File: config.mk
export PLATFORM = sky130hd
export DESIGN_NAME = logic_unit_pipe
export DESIGN_NICKNAME = d
export VERILOG_FILES = /design/src/rtl/logic_pkg.sv /design/src/rtl/logic_core.sv /design/src/rtl/logic_unit_pipe.sv
export SDC_FILE = /design/constraint.sdc
export NUM_CORES = 1
export LEC_CHECK = 0
export ABC_AREA = 1
export BUFFER_PORTS_ARGS = -buffer_cell sky130_fd_sc_hd__buf_4
export CORE_ASPECT_RATIO = 2
export CORE_UTILIZATION = 40
export DETAILED_ROUTE_END_ITERATION = 10
export PLACE_DENSITY_LB_ADDON = 0.12
export SKIP_CTS_REPAIR_TIMING = 1
export SLEW_MARGIN = 15
export SYNTH_ARGS = -nofsm -noshare
export SYNTH_HDL_FRONTEND = slang
export SYNTH_HIERARCHICAL = 1
export SYNTH_SLANG_ARGS = --single-unit
File: constraint.sdc
create_clock -name clock -period 7.17 [get_ports clock]
set_input_delay 0.717 -clock clock [delete_from_list [all_inputs] [get_ports clock]]
set_output_delay 0.717 -clock clock [all_outputs]
set_load 0.1 [all_outputs]
File: src/rtl/logic_pkg.sv
// ============================================================================
// Module      : logic_pkg
// Description : Opcode encodings and shared types for the bitwise logic unit.
// Revision    : 1.0
// ============================================================================
`default_nettype none

package logic_pkg;

   localparam int OP_WIDTH = 3;

   localparam logic [OP_WIDTH-1:0] LOP_AND  = 3'b000;
   localparam logic [OP_WIDTH-1:0] LOP_OR   = 3'b001;
   localparam logic [OP_WIDTH-1:0] LOP_XOR  = 3'b010;
   localparam logic [OP_WIDTH-1:0] LOP_NOR  = 3'b011;
   localparam logic [OP_WIDTH-1:0] LOP_NOTA = 3'b100;
   localparam logic [OP_WIDTH-1:0] LOP_NAND = 3'b101;
   localparam logic [OP_WIDTH-1:0] LOP_XNOR = 3'b110;
   localparam logic [OP_WIDTH-1:0] LOP_ANDN = 3'b111;

   typedef struct packed {
      logic zero;
      logic ones;
      logic par;
   } flags_t;

endpackage

`default_nettype wire

File: src/rtl/logic_core.sv
// ============================================================================
// Module      : logic_core (+ f_and, f_or, f_not, f_xor, f_nor gate cells)
// Description : Combinational op mux over the gate cells plus result flags.
// Revision    : 1.0
// ============================================================================
`default_nettype none

module f_and #(parameter int W = 1) (
   input  logic [W-1:0] a_i,
   input  logic [W-1:0] b_i,
   output logic [W-1:0] y_o
);
   assign y_o = a_i & b_i;
endmodule

module f_or #(parameter int W = 1) (
   input  logic [W-1:0] a_i,
   input  logic [W-1:0] b_i,
   output logic [W-1:0] y_o
);
   assign y_o = a_i | b_i;
endmodule

module f_xor #(parameter int W = 1) (
   input  logic [W-1:0] a_i,
   input  logic [W-1:0] b_i,
   output logic [W-1:0] y_o
);
   assign y_o = a_i ^ b_i;
endmodule

module f_nor #(parameter int W = 1) (
   input  logic [W-1:0] a_i,
   input  logic [W-1:0] b_i,
   output logic [W-1:0] y_o
);
   assign y_o = ~(a_i | b_i);
endmodule

module f_not #(parameter int W = 1) (
   input  logic [W-1:0] a_i,
   output logic [W-1:0] y_o
);
   assign y_o = ~a_i;
endmodule

module logic_core
   import logic_pkg::*;
#(
   parameter int DATA_WIDTH = 32
) (
   input  logic [OP_WIDTH-1:0]   op_i,
   input  logic [DATA_WIDTH-1:0] a_i,
   input  logic [DATA_WIDTH-1:0] b_i,
   output logic [DATA_WIDTH-1:0] c_o,
   output flags_t                flags_o
);

   logic [DATA_WIDTH-1:0] w_and, w_or, w_xor, w_nor;
   logic [DATA_WIDTH-1:0] w_not_a, w_not_b, w_nand, w_xnor, w_andn;

   f_and #(.W(DATA_WIDTH)) u_and  (.a_i(a_i),   .b_i(b_i),     .y_o(w_and));
   f_or  #(.W(DATA_WIDTH)) u_or   (.a_i(a_i),   .b_i(b_i),     .y_o(w_or));
   f_xor #(.W(DATA_WIDTH)) u_xor  (.a_i(a_i),   .b_i(b_i),     .y_o(w_xor));
   f_nor #(.W(DATA_WIDTH)) u_nor  (.a_i(a_i),   .b_i(b_i),     .y_o(w_nor));
   f_not #(.W(DATA_WIDTH)) u_nota (.a_i(a_i),                  .y_o(w_not_a));
   f_not #(.W(DATA_WIDTH)) u_notb (.a_i(b_i),                  .y_o(w_not_b));
   // Inverted ops reuse the base gate outputs rather than separate cells.
   f_not #(.W(DATA_WIDTH)) u_nand (.a_i(w_and),                .y_o(w_nand));
   f_not #(.W(DATA_WIDTH)) u_xnor (.a_i(w_xor),                .y_o(w_xnor));
   f_and #(.W(DATA_WIDTH)) u_andn (.a_i(a_i),   .b_i(w_not_b), .y_o(w_andn));

   always_comb begin
      c_o = w_and;
      case (op_i)
         LOP_AND  : c_o = w_and;
         LOP_OR   : c_o = w_or;
         LOP_XOR  : c_o = w_xor;
         LOP_NOR  : c_o = w_nor;
         LOP_NOTA : c_o = w_not_a;
         LOP_NAND : c_o = w_nand;
         LOP_XNOR : c_o = w_xnor;
         LOP_ANDN : c_o = w_andn;
         default  : c_o = w_and;
      endcase
   end

   assign flags_o.zero = ~|c_o;
   assign flags_o.ones = &c_o;
   assign flags_o.par  = ^c_o;

endmodule

`default_nettype wire

File: src/rtl/logic_unit_pipe.sv
// ============================================================================
// Module      : logic_unit_pipe
// Description : Two-stage valid/ready bitwise logic unit with accumulator.
// Revision    : 1.0
// ============================================================================
`default_nettype none

module logic_unit_pipe #(
   parameter int DATA_WIDTH = 32,
   parameter int OP_WIDTH   = logic_pkg::OP_WIDTH
) (
   input  logic                  clock,
   input  logic                  clear,
   input  logic                  in_valid,
   output logic                  in_ready,
   input  logic [OP_WIDTH-1:0]   in_op,
   input  logic                  in_acc,
   input  logic [DATA_WIDTH-1:0] in_a,
   input  logic [DATA_WIDTH-1:0] in_b,
   output logic                  out_valid,
   input  logic                  out_ready,
   output logic [DATA_WIDTH-1:0] out_c,
   output logic                  out_zero,
   output logic                  out_ones,
   output logic                  out_par
);

   logic                  s1_valid_q, s1_valid_d;
   logic [OP_WIDTH-1:0]   s1_op_q,    s1_op_d;
   logic                  s1_acc_q,   s1_acc_d;
   logic [DATA_WIDTH-1:0] s1_a_q,     s1_a_d;
   logic [DATA_WIDTH-1:0] s1_b_q,     s1_b_d;
   logic                  s2_valid_q, s2_valid_d;
   logic [DATA_WIDTH-1:0] s2_c_q,     s2_c_d;
   logic_pkg::flags_t     s2_flags_q, s2_flags_d;
   logic [DATA_WIDTH-1:0] acc_q,      acc_d;

   logic                  w_s2_adv, w_s1_adv, w_in_fire;
   logic [DATA_WIDTH-1:0] w_a_eff, w_c;
   logic_pkg::flags_t     w_flags;

   assign w_s2_adv  = !s2_valid_q || out_ready;
   assign w_s1_adv  = !s1_valid_q || w_s2_adv;
   assign w_in_fire = in_valid && w_s1_adv;

   // Accumulator is read when S1 evaluates, so a chained op sees its
   // predecessor's result, which was written into acc on the S2 load.
   assign w_a_eff = s1_acc_q ? acc_q : s1_a_q;

   logic_core #(.DATA_WIDTH(DATA_WIDTH)) u_core (
      .op_i    (s1_op_q),
      .a_i     (w_a_eff),
      .b_i     (s1_b_q),
      .c_o     (w_c),
      .flags_o (w_flags)
   );

   always_comb begin
      s1_valid_d = s1_valid_q;
      s1_op_d    = s1_op_q;
      s1_acc_d   = s1_acc_q;
      s1_a_d     = s1_a_q;
      s1_b_d     = s1_b_q;
      s2_valid_d = s2_valid_q;
      s2_c_d     = s2_c_q;
      s2_flags_d = s2_flags_q;
      acc_d      = acc_q;
      if (w_s1_adv) begin
         s1_valid_d = in_valid;
      end
      if (w_in_fire) begin
         s1_op_d  = in_op;
         s1_acc_d = in_acc;
         s1_a_d   = in_a;
         s1_b_d   = in_b;
      end
      if (w_s2_adv) begin
         s2_valid_d = s1_valid_q;
         if (s1_valid_q) begin
            s2_c_d     = w_c;
            s2_flags_d = w_flags;
            acc_d      = w_c;
         end
      end
   end

   always_ff @(posedge clock or posedge clear) begin
      if (clear) begin
         s1_valid_q <= 1'b0;
         s1_op_q    <= '0;
         s1_acc_q   <= 1'b0;
         s1_a_q     <= '0;
         s1_b_q     <= '0;
         s2_valid_q <= 1'b0;
         s2_c_q     <= '0;
         s2_flags_q <= '0;
         acc_q      <= '0;
      end else begin
         s1_valid_q <= s1_valid_d;
         s1_op_q    <= s1_op_d;
         s1_acc_q   <= s1_acc_d;
         s1_a_q     <= s1_a_d;
         s1_b_q     <= s1_b_d;
         s2_valid_q <= s2_valid_d;
         s2_c_q     <= s2_c_d;
         s2_flags_q <= s2_flags_d;
         acc_q      <= acc_d;
      end
   end

   assign in_ready  = w_s1_adv;
   assign out_valid = s2_valid_q;
   assign out_c     = s2_c_q;
   assign out_zero  = s2_flags_q.zero;
   assign out_ones  = s2_flags_q.ones;
   assign out_par   = s2_flags_q.par;

endmodule

`default_nettype wire
# Word-level counts from Yosys, hierarchy flattened
# Index checks and enable logic that the tools add are counted.
# Widths: inputs -> output; s select.
word_totals:
  regBits: 105
  inputBits: 72
  out_inout_bits: 37
  wordCells: 39
op_classes:
  n_eq_ne: 7
  mux: 2
  n_bitwise: 9
  n_reduce_logical: 11
ops:
  columns: ["op", "count"]
  rows:
  - ["$pmux 32 s8", 1]
  - ["$not 32->32", 5]
  - ["$and 32x32->32", 2]
  - ["$mux 32", 1]
  - ["$or 32x32->32", 1]
  - ["$reduce_and 32->1", 1]
  - ["$reduce_or 32->1", 1]
  - ["$reduce_xor 32->1", 1]
  - ["$xor 32x32->32", 1]
  - ["$eq 3x3->1 const B", 4]
  - ["$eq 3x2->1 const B", 2]
  - ["$eq 3x1->1 const B", 1]
  - ["$logic_not 1->1", 3]
  - ["$logic_not 3->1", 1]
  - ["$logic_or 1x1->1", 2]
  - ["$reduce_and 2->1", 1]
  - ["$logic_and 1x1->1", 1]

# Longest topological paths before layout
logic_depth:
  ltp_word: 6
  depth_mapped: 28
  depth_no_buf: 26

# Hierarchy
# The synthesis kept the hierarchy.
by_module_without_submodules:
  columns: ["mod", "instances", "cells_per_inst", "area_each_um2", "seq_area_each_um2"]
  rows:
  - ["logic_unit_pipe", 1, 557, 4550.6, 2627.5]
  - ["logic_core", 1, 607, 3093.0, 0.0]
  - ["f_xor", 1, 160, 600.6, 0.0]
  - ["f_and", 2, 64, 240.2, 0.0]
  - ["f_not", 4, 32, 120.1, 0.0]
  - ["f_or", 1, 96, 360.3, 0.0]
  - ["f_nor", 1, 32, 120.1, 0.0]

# Worst setup path after synthesis
# OpenSTA, ideal clock, no wires.
synth_timing:
  path_type: "register to register"
  startpoint: "reg out_c[7] (netlist name)"
  endpoint: "reg s2_flags_q, in the netlist out_par"
  t_arrival_ns: 3.043
  slack_ns: 4.005
  stages_incl_launch_ff: 24
  n_path_buf: 0
  path_cell_list: "dfrtp_1 -> nand2_1 -> o21ai_0 -> nand2_1 -> nand2_1 -> inv_1 -> a22o_1 -> nor2_1 -> nand3_1 -> inv_1 -> ha_1 -> or2_2 -> nand2_1 -> nand2_1 -> nand2_1 -> nand2_1 -> nand2_1 -> inv_1 -> nand2_1 -> nand2_1 -> nand2_1 -> nand2_1 -> nand3_1 -> nand2_1"
synth_rtl:
  columns: ["item", "line", "rtl"]
  rows:
  - ["to (signal assigned)", "logic_unit_pipe.sv:106", "s2_flags_q <= s2_flags_d;"]
  - ["to (decl)", "logic_unit_pipe.sv:35", "logic_pkg::flags_t s2_flags_q, s2_flags_d;"]

==> metrics.yaml <==
status: "finished, violations left"
critical_path.cell_chain: "buf_4 -> nor2_2 -> nand2_1 -> inv_1 -> nand2_1 -> nand3_1 -> inv_1 -> ha_1 -> or2_2 -> nand2_1 -> nand2_1 -> nand2_1 -> inv_1 -> nand2_1 -> nand2_1 -> inv_1 -> nand2_1 -> nand2_1 -> nand2_1 -> nand2_1 -> nand3_1 -> nand2_1"
crit_buf_inv: 5
end_kind: "flop"
seq_area_frac_synth_pct: 27.1
rsz0062_at_grt: "no"
dp_slack_ns: 2.72
p_int_mw: 1.74
drive_above_1_share_pct: 9.33
htreeDepth: 3
grt_pass1_vias: 9744
violations: "DRC"
drt_wl_total_um: 31500
synth_warnings: 6
relSlewSlack_pct: 31.8
finalHoldViolations: 0
power.density_mw_per_mm2: 378
synth_edf_count: 0
cts_sinks: 105
via_per_inst: 4.89
antenna_left: 0
antenna_found_initial: 0
routedWlPerCell_um: 15.3
synth-seq-cells: 105
cts_tree: "done"
fin_cells: 2055
worst_ep_arrival_time_ns: 4.83
syn_to_final_growth_pct: 12.0
post-route-period-util_pct: 62.8
cts_buffer_depth: 2
slew_viol_final: 0
layout.nets: 1860
grt_overflow: 0
gp_congestion: 0.894
first_pass_iters: 10
synthTopCellsByArea: "dfrtp_1 27%, nand2_1 25%, inv_1 16%"
synth_cells: 1708
min_path_type: "in -> async"
max_cap_violations: 0
final_common_cell: "nand2_1"
finalClockSkew_ns: 0.00937
drc: 4
grt_use_total_pct: 26.2
clk_latency_ns: 0.39
grt_pass1_wl_um: 49700
synth_area_mm2: 0.00969
core.rowCount: 80
numCtsBuffers: 9
synthFlopType: "dfrtp_1"
dr_total_vias: 10045
syn-num-nets: 1805
cp-start-kind: "flop"
peakVddDrop_mv: 0.293
drtIter0Drc: 464
crit_type: "reg -> reg"
dpl.hpwl_um: 22800
power_frac_seq_pct: 22.3
final_cell_mix: "636 x nand2_1, 422 x inv_1, 165 x nand3_1, 117 x buf_4, 103 x dfrtp_1"
ys_types: 36
clk_pin_slew_ns: 0.08
crit_path_frequent_cell: "nand2_1"
period_needed_ns: 4.50
setup_ws_ns: 2.67
worstPathRequired_ns: 7.50
worst_pin_slew_ns: 1.02
die_h_um: 222
grt_max_degree: 76
async_reset_ff_share_pct: 100
p_sw_share_pct: 57.7
worst_path_max_delay_cell: "inv_1"
p_comb_share_pct: 65.3
io_buffers: 108
dieWidth_um: 112
diodes: 0
finalSetupViolCount: 0
start_util_pct: 40.7
max_stage_delay_ns: 0.81
finalSetupTns_ns: 0
netlist.area_leader.share_pct: 27.1
dieArea_mm2: 0.0249
switching_power_mw: 2.36
clockPowerShare_pct: 12.4
worstPathMaxFanout: 35
boundaryPins: 109
leakage_nw: 6.83
cp_top_family: "simple AND/OR/NAND/NOR gates"
synth.largest_area_cell: "dfrtp_1"
syn_avg_cell_area_um2: 5.67
timing.fmax_mhz: 222
dp.cells: 2039
ctsRootBufferMaster: "clkbuf_16"
core-area_mm2: 0.0238
==> state kept, by name (all words and copies together) (netlist names) <==
| register | flops |
|---|---|
| out_c | 32 |
| out_ones | 1 |
| out_par | 1 |
| out_valid | 1 |
| s1_b_q | 32 |
| s1_a_q | 32 |
| s1_valid_q | 1 |
| s1_acc_q | 1 |
| out_zero | 1 |
| s1_op_q | 3 |
==> per-layer routing <==
metal | up-vias | part of all wire [%] | GRT usage, % | routed length, um
met4 | 0 | 6.9 | 19.1 | 2160
met3 | 75 | 3.0 | 3.44 | 939
met2 | 215 | 54 | 50.1 | 16900
met5 | - | 0 | 0 | 0
li1 | 5188 | - | - | -
met1 | 4567 | 36 | 25.0 | 11500
==> cell families (layout without fill, tap and decap cells) <==
kind of cell,Yosys count,after routing,synth area share [%]
AOI/OAI and AO/OA,94,94,5.97
xor gates and xnor gates,12,12,1.09
adders and majority gates,25,25,3.23
buffers and inverters,506,566,20.7
DFF,105,105,27.1
and+or+nand+nor,966,966,41.9
==> per-stage QoR <==
stage / utilization (%) / hold slack, ns / cell area [um2] / power [mW]
after detailed placement: 44.3 / 0.458 / 10600 / 3.60
after floorplan: - / 0.442 / 9690 / 2.98
after global routing: 45.5 / 0.344 / 10800 / 4.45
final: 45.5 / 0.319 / 10800 / 4.10
after global placement: 44.3 / 0.456 / 10600 / 3.56
after CTS: 45.5 / 0.318 / 10800 / 4.13
==> power groups by stage <==
stage	Combinational (mW)	Clock [mW]	Sequential, mW
6_report	2.68	0.510	0.913
5_1_grt	2.97	0.543	0.939
4_1_cts	2.68	0.530	0.916
3_5_place_dp	2.67	0	0.926
3_3_place_gp	2.64	0	0.927
2_1_floorplan	1.45	0	1.53
==> layout make-up <==
class,count,area [um2]
clock inverter,6,62.6
tap,287,359
inverter,433,1630
fill,2682,13000
timing repair buffer,117,878
multi-input combinational,1097,5060
clock buffer,10,229
sequential,105,2630
==> synth_stat cells (all sizes together), types with 4 or more instances <==
| cell type | instances |
|---|---|
| inv | 433 |
| clkbuf | 26 |
| xor2 | 4 |
| nand4 | 46 |
| dfrtp | 105 |
| nor2 | 88 |
| nand3 | 168 |
| a21oi | 15 |
| ha | 25 |
| buf | 47 |
| a22o | 4 |
| a22oi | 16 |
| xnor2 | 8 |
| nand2 | 640 |
| o21ai | 48 |
| or2 | 9 |
| and3 | 14 |
==> final timing paths <==
kind                                                to  depth (start not counted)  slack (ns)                   start
min in group clock              s1_a_q[28]$_DFFE_PP0P_                          2        0.47  s1_a_q[28]$_DFFE_PP0P_
worst max register to register     out_par$_DFFE_PP0P_                         22        2.67  s1_op_q[2]$_DFFE_PP0P_
worst min-delay path            s1_a_q[11]$_DFFE_PP0P_                          2        0.32                   clear
worst max-delay path               out_par$_DFFE_PP0P_                         22        2.67  s1_op_q[2]$_DFFE_PP0P_
max in group asynchronous       s1_op_q[2]$_DFFE_PP0P_                          3        5.47                   clear
worst min register to register  s1_a_q[28]$_DFFE_PP0P_                          2        0.47  s1_a_q[28]$_DFFE_PP0P_
(Power assumes the default switching activity.)
